$ cat src/rtl/updown_counter_bank.sv
// Bank of independent up/down counters, each stepped by active-low inc/dec keys.
// The key filter is built only when UPDOWN_COUNTER_DEBOUNCE_EN is defined.
module updown_counter_bank #(
    parameter int CHANNELS        = 2,
    parameter int WIDTH           = 10,
    parameter int SATURATE        = 0,
    parameter int DEBOUNCE_CYCLES = 50000
) (
    input  logic                      clk,
    input  logic                      reset_n,
    input  logic [CHANNELS-1:0]       inc_n,
    input  logic [CHANNELS-1:0]       dec_n,
    input  logic                      clear,
    output logic [CHANNELS*WIDTH-1:0] count,
    output logic [CHANNELS-1:0]       at_max,
    output logic [CHANNELS-1:0]       at_min,
    output logic [CHANNELS-1:0]       wrap
);

    localparam int KEYS = 2 * CHANNELS;
    localparam logic [WIDTH-1:0] CNT_MAX = '1;

    if (CHANNELS < 1 || CHANNELS > 8 || WIDTH < 2 || WIDTH > 32 || DEBOUNCE_CYCLES < 2) begin : g_bad_params
        $error("updown_counter_bank: parameter out of range");
    end

    // Key index k < CHANNELS is an inc key, the upper half are dec keys.
    logic [KEYS-1:0] key_n_s;
    logic [KEYS-1:0] sync1_d, sync1_q;
    logic [KEYS-1:0] sync2_d, sync2_q;
    logic [KEYS-1:0] acc_d, acc_q;
    logic [KEYS-1:0] acc_prev_d, acc_prev_q;
    logic [KEYS-1:0] press_s;

    assign key_n_s = {dec_n, inc_n};

    // Next state of the synchroniser chain and the accepted-level history.
    always_comb begin
        sync1_d    = key_n_s;
        sync2_d    = sync1_q;
        acc_prev_d = acc_q;
    end

    // Synchroniser flops, accepted levels and their one-cycle history.
    always_ff @(posedge clk or negedge reset_n) begin
        if (!reset_n) begin
            sync1_q    <= '1;
            sync2_q    <= '1;
            acc_q      <= '1;
            acc_prev_q <= '1;
        end else begin
            sync1_q    <= sync1_d;
            sync2_q    <= sync2_d;
            acc_q      <= acc_d;
            acc_prev_q <= acc_prev_d;
        end
    end

`ifdef UPDOWN_COUNTER_DEBOUNCE_EN
    localparam int DBW = $clog2(DEBOUNCE_CYCLES);
    localparam logic [DBW-1:0] STAB_LAST = DBW'(DEBOUNCE_CYCLES - 1);

    logic [DBW-1:0] stab_d [KEYS];
    logic [DBW-1:0] stab_q [KEYS];

    // A new level is adopted on the DEBOUNCE_CYCLES-th consecutive differing clock.
    always_comb begin
        acc_d  = acc_q;
        stab_d = stab_q;
        for (int k = 0; k < KEYS; k++) begin
            if (sync2_q[k] != acc_q[k]) begin
                if (stab_q[k] == STAB_LAST) begin
                    acc_d[k]  = sync2_q[k];
                    stab_d[k] = '0;
                end else begin
                    stab_d[k] = stab_q[k] + DBW'(1);
                end
            end else begin
                stab_d[k] = '0;
            end
        end
    end

    // Stability counters, one per key.
    always_ff @(posedge clk or negedge reset_n) begin
        if (!reset_n) begin
            stab_q <= '{default: '0};
        end else begin
            stab_q <= stab_d;
        end
    end
`else
    // Without the filter the accepted level is the synchronised key, registered once.
    always_comb begin
        acc_d = sync2_q;
    end
`endif

    // Press is the cycle after the accepted level falls; releases are ignored.
    assign press_s = acc_prev_q & ~acc_q;

    logic [CHANNELS-1:0] inc_evt_s, dec_evt_s;
    logic [WIDTH-1:0]    cnt_d [CHANNELS];
    logic [WIDTH-1:0]    cnt_q [CHANNELS];
    logic [CHANNELS-1:0] wrap_d, wrap_q;

    assign inc_evt_s = press_s[CHANNELS-1:0];
    assign dec_evt_s = press_s[KEYS-1:CHANNELS];

    // Per-channel count update: clear wins, opposing presses cancel.
    always_comb begin
        cnt_d  = cnt_q;
        wrap_d = '0;
        for (int c = 0; c < CHANNELS; c++) begin
            if (clear) begin
                cnt_d[c] = '0;
            end else if (inc_evt_s[c] && !dec_evt_s[c]) begin
                if (cnt_q[c] != CNT_MAX) begin
                    cnt_d[c] = cnt_q[c] + WIDTH'(1);
                end else if (SATURATE == 0) begin
                    cnt_d[c]  = '0;
                    wrap_d[c] = 1'b1;
                end else begin
                    cnt_d[c] = cnt_q[c];
                end
            end else if (dec_evt_s[c] && !inc_evt_s[c]) begin
                if (cnt_q[c] != '0) begin
                    cnt_d[c] = cnt_q[c] - WIDTH'(1);
                end else if (SATURATE == 0) begin
                    cnt_d[c]  = CNT_MAX;
                    wrap_d[c] = 1'b1;
                end else begin
                    cnt_d[c] = cnt_q[c];
                end
            end else begin
                cnt_d[c] = cnt_q[c];
            end
        end
    end

    // Count and wrap registers.
    always_ff @(posedge clk or negedge reset_n) begin
        if (!reset_n) begin
            cnt_q  <= '{default: '0};
            wrap_q <= '0;
        end else begin
            cnt_q  <= cnt_d;
            wrap_q <= wrap_d;
        end
    end

    for (genvar c = 0; c < CHANNELS; c++) begin : g_out
        assign count[c*WIDTH +: WIDTH] = cnt_q[c];
        assign at_max[c]               = (cnt_q[c] == CNT_MAX);
        assign at_min[c]               = (cnt_q[c] == '0);
    end

    assign wrap = wrap_q;

endmodule

$ cat config.mk
export PLATFORM = sky130hd
export DESIGN_NAME = updown_counter_bank
export DESIGN_NICKNAME = d
export VERILOG_FILES = /design/src/rtl/updown_counter_bank.sv
export SDC_FILE = /design/constraint.sdc
export NUM_CORES = 1
export LEC_CHECK = 0
export CORE_ASPECT_RATIO = 1.75
export CORE_MARGIN = 1.5
export CORE_UTILIZATION = 60
export CTS_BUF_LIST = sky130_fd_sc_hd__clkbuf_8
export CTS_CLUSTER_DIAMETER = 120
export DETAILED_ROUTE_END_ITERATION = 8
export PLACE_DENSITY_LB_ADDON = 0.25
export SLEW_MARGIN = 20
export SYNTH_ARGS = -nofsm -noshare
export SYNTH_HDL_FRONTEND = slang
export SYNTH_SLANG_ARGS = --single-unit
$ cat constraint.sdc
create_clock -name clk -period 5.8 [get_ports clk]
set_input_delay 1.16 -clock clk [delete_from_list [all_inputs] [get_ports clk]]
set_output_delay 1.16 -clock clk [all_outputs]
set_load 0.05 [all_outputs]
**Yosys cells after proc, flatten, opt, wreduce, memory -nomap -nowiden**

Cells that the tools add are included.

- Register bits: 38
- Input bits: 7
- Output and inout port bits: 26
- Word-level logic and storage cells: 51

- Add/subtract/negate cells: 4
- Eq/ne operators: 4
- Mux-type cells: 20
- Bitwise operators: 2
- Reduce and logical (&&, ||, !) cells: 14

Operators with widths:

| operator | count |
|---|---|
| two-way mux 10 bit | 10 |
| adder 10 x 1 -> 10 bit, second input constant | 2 |
| equality test 10 bit, second input constant | 2 |
| logical NOT 10 bit | 2 |
| != test 10 bit, second input constant | 2 |
| nonzero test 10 bit | 2 |
| subtractor 10 x 1 -> 10 bit, second input constant | 2 |
| two-way mux 1 bit | 10 |
| nonzero test 3 bit | 2 |
| AND 4 bit | 1 |
| logical AND 1 bit | 4 |
| logical NOT 1 bit | 4 |
| NOT 4 bit | 1 |

**Depth between registers and ports, before layout**

Gate-level depths: netlist of run 1.

- Word-level depth: 7
- Gate-level depth with buffers: 8
- Gate-level depth less buffers: 8

**Worst setup path before layout of run 1**

No wires, ideal clock.

- Path type: flip-flop to output port
- Start: reg cnt_q (netlist bit count[12])
- End: out at_min[1]
- Arrival: 2358 ps
- Data required time: 4640 ps
- Setup slack: 2282 ps
- Stages on the path, launching flop included: 4
- Path buffers: 1
- Cells stage by stage: dfrtp_1 > clkbuf_1 > or4_1 > nor4_2

- Word-level cells in the longest chain between the ends: 1

Ends and longest elaborated chain:

| what | RTL line | text |
|---|---|---|
| start: declaration | 104 | `logic [WIDTH-1:0] cnt_q [CHANNELS];` |
| start signal: assignment | 147 | `cnt_q <= cnt_d;` |
| logical NOT 10 bit | 155 | `assign at_min[c] = (cnt_q[c] == '0);` |
| end: declaration | 16 | `output logic [CHANNELS-1:0] at_min,` |

Every way passes these cells.

**Worst setup path in the final report of run 1**

- Start: reg cnt_q (netlist bit count[1])
- End: out at_min[0]

The elaborated chain is that of the path after synthesis.

==> impl_results.md, run 1 <==
* Area added between synthesis and finish at 19.67%
* Chip Height at 84.16 µm
* Number of cells on the critical path at 6
* Cell Area, Synth at 2258 µm²
* DRT iter0 DRCs at 75
* Synth cell types at 50
* DP Worst Slack at 1.945 ns
* R2R cell count at 5
* Hold buffer count at cts at 0
* Mux cell area share after synthesis at 1.385%
* Share of layout cells above drive strength 1 at 11.40%
* Grt ovf at 0
* Combinational share of power at 39.4%
* Antenna cell count at 0
* Root Driver: clkbuf_8
* Drt pass-1 iters at 4
* Total Routing Usage GR at 29.90%
* Sequential Power Share at 34.6%
* Status: finished clean
* Final min period at 4.193 ns
* Crit Reg-Reg Endpoint: count[15]
* Peak supply drop at 0.3574 mV
* Post-synth ARST share at 100.0%
* Avg Inst Size Synth at 9.181 µm²
* Area fraction of the dominant cell type after synthesis at 24.38%
* Main combinational cell family by area after synthesis: simple AND/OR/NAND/NOR gates
* Hold path cells at 0
* Xor/xnor share of the synthesized area at 3.878%
* Die width at 49.38 µm
* Top Metal Used: met4
* Syn Nets at 257
* Unrepaired setup endpoints after global routing: false
* Final slew viol count at 0
* Crit path launch type: flop
* Vias per inst at 6.531
* CP max stage delay at 0.80 ns
* Pwr Density at 385.8 nW/µm²
* Met2 WL post-DR at 3002 µm
* Final wirelength at 5613 µm
* Area share of and/or/nand/nor cells after synthesis at 26.76%
* Critical Path Fanout Max at 8
* WP buf/inv at 3
* Max-cap check violation count at 0
* Clock tree buffer depth at 2
* Routed len/inst at 17.65 µm
* Most common cell after layout, fill and taps aside: clkdlybuf4s50_1
* Synth area leaders: dfrtp_1 24%, dfstp_2 19%, nand2_1 3.8%
* Routed met1 length at 2108 µm
* Worst Hold End: acc_prev_d[1]
* Initial antenna violation count at 0
* Highest-count cells in the layout ignoring fill and taps: 31 x clkdlybuf4s50_1, 23 x nand2_1, 22 x nor2_1, 22 x dfrtp_1, 16 x dfstp_2
* First-pass GRT wire length at 9556 µm
* Leading area contributor after synthesis: dfrtp_1
* CTS Buf Count at 5
* Post-synth EDFFs at 0
* # rows at 29
* Clk sink count at 38
* Ports at 33
* Largest net degree at the start of global routing at 39
* CP endpoint kind: output pin
* Final period utilization at 72.29%
* Psw at 419.5 µW
* Skew-Pair Late Insertion Delay at 0.29 ns
* Critical-path cell list: inv_1, ha_1, or4b_4, or4_4, inv_2, clkdlybuf4s50_1
* Setup_tns at 0 ns
* Residual DRC at 0
* H-tree depth at 2
* Number of synthesized register bits at 38
* Worst path arrival time at 3.03 ns
* Post-Synth Adder-Cell Area at 2.216%
* Worst hold path type: flop to flop
* Vias in the first global route at 2046
* Main flop type after synthesis: dfrtp_1
* Met3 wire len at 263 µm
* Final setup fails at 0
* Tightest Pin Transition at 0.9231 ns
* Final worst setup slack at 1.607 ns
* # Post-CTS Setup Buffers at 0
* Total number of vias at 2077
* Cts repair resizes at 0
* Area of the core at 3628 µm²
* Hold_sp: acc_d[1]
* Final hold vios at 0
* Clock power share at 26.0%
* Internal power at 623.0 µW
* Fmax at 238.5 MHz
* Syn Inst Count at 246
* Crit-path slowest cell: clkdlybuf4s50_1
* Slew margin rel. at 37.98%
* Complex-gate fraction of the synthesized area at 18.34%
* Register area share after synthesis at 42.99%
* Synth warnings at 0
* Critical path's top delay family: simple AND/OR/NAND/NOR gates
* CP required at 4.64 ns
* Crit Reg-Reg Startpoint: acc_prev_q[1]
* Initial Utilization at 62.24%
* ANT nets after route at 0
* Worst-path clk slew at 0.08 ns
* Setup CP Type: flop to output pin
* Die Area at 4155 µm²
* Final net count at 282
* Leakage power at 0.001057 µW
* Switching share of power at 40.24%
* Port buffer count at 32
* CTS tree: done
* Worst Skew at 0.006739 ns
* HPWL after detailed placement at 4030 µm
* Gpl congestion at 0.9438
* R2r setup slk at 3.38 ns
[flip-flops by register name, summed over array words and instances (netlist names)]
| signal | count |
|---|---|
| acc_d | 4 |
| acc_prev_d | 4 |
| acc_prev_q | 4 |
| count | 20 |
| sync1_q | 4 |
| wrap | 2 |
[how the worst max path moves through the flow]
stage | startpoint | end | slack [ns]
finish | count[1] | at_min[0] | 1.61
global route | count[0] | at_min[0] | 1.51
CTS | count[1] | at_min[0] | 1.61
detailed placement | count[0] | at_min[0] | 1.94
global placement | count[0] | at_min[0] | 2.00
floorplan | count[12] | at_min[1] | 2.28
[worst reg2reg max path, cell delays in order (launching register included)]
cell and delay (ns):
dfstp_2 0.53, nor2b_1 0.42, xnor2_1 0.19, a211oi_1 0.78, o21ai_0 0.21, o211ai_1 0.21
[synthesized netlist by cell type, drive strengths merged, types with 3 or more instances]
| master | count |
|---|---|
| a21oi | 10 |
| a211oi | 5 |
| or4 | 3 |
| clkbuf | 11 |
| and3 | 3 |
| nor4 | 8 |
| and4 | 4 |
| nand2 | 23 |
| nand3 | 9 |
| a22o | 5 |
| ha | 4 |
| inv | 7 |
| o21ai | 7 |
| o2111ai | 3 |
| or3 | 4 |
| xor2 | 3 |
| o211ai | 9 |
| a311oi | 3 |
| nor3 | 11 |
| dfrtp | 22 |
| nand2b | 4 |
| buf | 4 |
| dfstp | 16 |
| and2 | 5 |
| nor2b | 6 |
| nor2 | 22 |
| xnor2 | 7 |
| nand4 | 5 |
[power by group through the flow]
stage               registers, µW  clock network, µW  logic (µW)
floorplan                     421                  0         233
global route                  367                288         442
global placement              360                  0         404
detailed placement            362                  0         408
CTS                           358                278         410
finish                        361                271         411
[layer usage]
metal | track usage, % | up-vias
met5 | 0 | -
met4 | 19.19 | 0
met3 | 4.093 | 22
met2 | 52.33 | 87
met1 | 33.25 | 1004
li1 | - | 964
[area by class of cell]
cell class | instances | area, µm²
fill | 272 | 925.9
inverter | 7 | 26.28
sequential | 38 | 970.9
timing repair buffer | 33 | 322.8
multi-input combinational | 186 | 1187
tap | 46 | 57.56
clock buffer | 5 | 68.82
clock inverter | 3 | 68.82
[per-stage QoR]
step / total power [µW] / cells / cell area [µm²] / hold WS [ns] / utilization (%)
3_3_place_gp: 763.5 / 310 / 2565 / 0.3457 / 70.69
5_1_grt: 1098 / 318 / 2703 / 0.3549 / 74.48
6_report: 1043 / 318 / 2703 / 0.3531 / 74.48
2_1_floorplan: 653.8 / 246 / 2258 / 0.3452 / -
3_5_place_dp: 770.3 / 310 / 2565 / 0.3475 / 70.69
4_1_cts: 1045 / 318 / 2703 / 0.3537 / 74.48
[logic make-up (layout without fill, tap and decap cells)]
| family | after synthesis | count (layout) |
|---|---|---|
| xor gates and xnor gates | 10 | 10 |
| muxes | 3 | 3 |
| DFF | 38 | 38 |
| AOI/OAI and AO/OA | 57 | 57 |
| and+or+nand+nor | 112 | 112 |
| buffers and inverters | 22 | 48 |
| adders and majority gates | 4 | 4 |
Note: power is estimated with default switching activity, not from simulation.
==> run 2: changes to the inputs <==
--- a/config.mk
+++ b/config.mk
@@ -7,7 +7,7 @@
 export LEC_CHECK = 0
 export CORE_ASPECT_RATIO = 1.75
 export CORE_MARGIN = 1.5
-export CORE_UTILIZATION = 60
+export CORE_UTILIZATION = 56
 export CTS_BUF_LIST = sky130_fd_sc_hd__clkbuf_8
 export CTS_CLUSTER_DIAMETER = 120
 export DETAILED_ROUTE_END_ITERATION = 8
==> constraint.sdc (replaced) <==
create_clock -name clk -period 4.3 [get_ports clk]
set_input_delay 0.86 -clock clk [delete_from_list [all_inputs] [get_ports clk]]
set_output_delay 0.86 -clock clk [all_outputs]
set_load 0.05 [all_outputs]
==> impl_results.md, run 2 (synthesized netlist as in run 1, its figures left out) <==
* Most common cell after layout, fill and taps aside: clkdlybuf4s50_1
* Grt ovf at 0 (unchanged)
* Final min period at 3.879 ns
* DP Worst Slack at 0.7690 ns (-1.176 ns)
* Leakage power at 0.001067 µW (+0.94%)
* First-pass GRT wire length at 9549 µm (about the same)
* Initial Utilization at 58.41% (-3.8 points)
* Fmax at 257.8 MHz
* Max-cap check violation count at 0 (unchanged)
* Clk sink count at 38 (unchanged)
* Largest register FFs at 20 (unchanged)
* H-tree depth at 2 (unchanged)
* Final setup fails at 0 (unchanged)
* Final worst setup slack at 0.4208 ns (-1.186 ns)
* Residual DRC at 0 (unchanged)
* Share of layout cells above drive strength 1 at 12.04% (+0.65 points)
* Root Driver: clkbuf_8
* Cts repair resizes at 0 (unchanged)
* Vias in the first global route at 1993 (-2.6%)
* Final period utilization at 90.21%
* Tightest Pin Transition at 0.9142 ns (-0.008926 ns)
* Cell area after layout at 2720 µm² (+0.65%)
* Peak supply drop at 0.5336 mV (+49%)
* Ports at 33 (unchanged)
* Status: finished clean
* Setup CP Type: flop to output pin
* Critical Path Fanout Max at 8 (unchanged)
* Setup_tns at 0 ns (unchanged)
* Die width at 51.01 µm (+3.3%)
* Die Area at 4438 µm² (+6.8%)
* Routed len/inst at 17.41 µm (-1.4%)
* R2r setup slk at 1.87 ns (-1.51 ns)
* Total number of vias at 2099 (+1.1%)
* Critical Path Start: count[1]
* Antenna cell count at 0 (unchanged)
* Hold buffer count at cts at 0 (unchanged)
* Slew margin rel. at 38.83% (+0.84 points)
* Worst path arrival time at 3.02 ns (about the same)
* CTS Buf Count at 5 (unchanged)
* Highest-count cells in the layout ignoring fill and taps: 31 x clkdlybuf4s50_1, 23 x nand2_1, 22 x nor2_1, 22 x dfrtp_1, 16 x dfstp_2
* Final wirelength at 5606 µm (-0.12%)
* Unrepaired setup endpoints after global routing: false
* CP required at 3.44 ns (-1.20 ns)
* Drt pass-1 iters at 7 (+3)
* DRT iter0 DRCs at 95 (+27%)
* Clock tree buffer depth at 2 (unchanged)
* Crit path launch type: flop
* # rows at 30 (+3.4%)
* Pwr Density at 520.2 nW/µm² (+35%)
* Fill cells at 309 (+14%)
* Dpl cells at 314 (+1.3%)
* Crit Reg-Reg Endpoint: count[15]
* CP endpoint: at_min[0]
* CTS tree: done
* Placed Instance Area at 2582 µm² (+0.68%)
* Final hold vios at 0 (unchanged)
* Final slew viol count at 0 (unchanged)
* R2R cell count at 5 (unchanged)
* Vias per inst at 6.519 (-0.20%)
* Initial antenna violation count at 0 (unchanged)
* Total Routing Usage GR at 28.55% (-1.4 points)
* Final core utilization at 70.36% (-4.1 points)
* Worst hold path type: flop to flop
* CP endpoint kind: output pin
* Fin cells at 322 (+1.3%)
* Area added between synthesis and finish at 20.44%
* Final net count at 284 (+0.71%)
* Area of the core at 3866 µm² (+6.6%)
* HPWL after detailed placement at 3968 µm (-1.5%)
* Gpl congestion at 0.9515 (+0.82%)
* Worst-path clk slew at 0.07 ns (about the same)
* ANT nets after route at 0 (unchanged)
* Crit Reg-Reg Startpoint: acc_prev_q[1]
* Largest net degree at the start of global routing at 39 (unchanged)
* Port buffer count at 32 (unchanged)
* # Post-CTS Setup Buffers at 0 (unchanged)
* Worst Skew at 0.01099 ns (+0.004252 ns)
* Chip Height at 87.01 µm (+3.4%)
* Skew-Pair Late Insertion Delay at 0.30 ns (about the same)
==> run 2: area by class of cell <==
class | instances | area (µm²) | area share (%)
clock inverters | 3 | 68.82 | 2.530
well taps | 48 | 60.06 | 2.208
repair buffers | 35 | 337.8 | 12.42
clock buffers | 5 | 68.82 | 2.530
inverters | 7 | 26.28 | 0.9660
flip-flops and latches | 38 | 970.9 | 35.69
multi-input cells | 186 | 1187 | 43.65
==> run 2: worst min path at each step <==
stage,from,endpoint,slack (ns),cells after the start
2_1_floorplan,sync1_q[0],acc_d[0],0.35,0
3_3_place_gp,acc_d[0],acc_prev_d[0],0.35,0
5_1_grt,acc_d[3],acc_prev_d[3],0.35,0
3_5_place_dp,sync1_q[0],acc_d[0],0.35,0
4_1_cts,sync1_q[0],acc_d[0],0.35,0
6_report,sync1_q[0],acc_d[0],0.35,0
==> run 2: metal layers <==
| metal | wire [µm] | global-route usage, % |
|---|---|---|
| met1 | 2106 | 33.30 |
| met2 | 2914 | 49.70 |
| met3 | 298 | 3.608 |
| met4 | 288 | 15.48 |
| met5 | 0 | 0 |
==> run 2: per-stage QoR <==
step	total power [µW]	hold WS, ns
after floorplan	881.8	0.3452
after global placement	1039	0.3460
after detailed placement	1047	0.3468
after CTS	1411	0.3540
after global routing	1488	0.3533
final	1415	0.3525
==> run 2: report_power, final <==
group | leakage (µW) | internal (µW) | switching (µW)
logic | 0.000534 | 211 | 354
registers | 0.000465 | 403 | 83.5
clock network | 0.0000683 | 232 | 131
total | 0.00107 | 847 | 568
==> run 2: worst max-delay path: stages, from the launching register on <==
cell,delay (ns)
dfrtp_1,0.47
inv_1,0.13
ha_1,0.18
or4b_4,0.51
or4_4,0.54
inv_2,0.10
clkdlybuf4s50_1,0.80
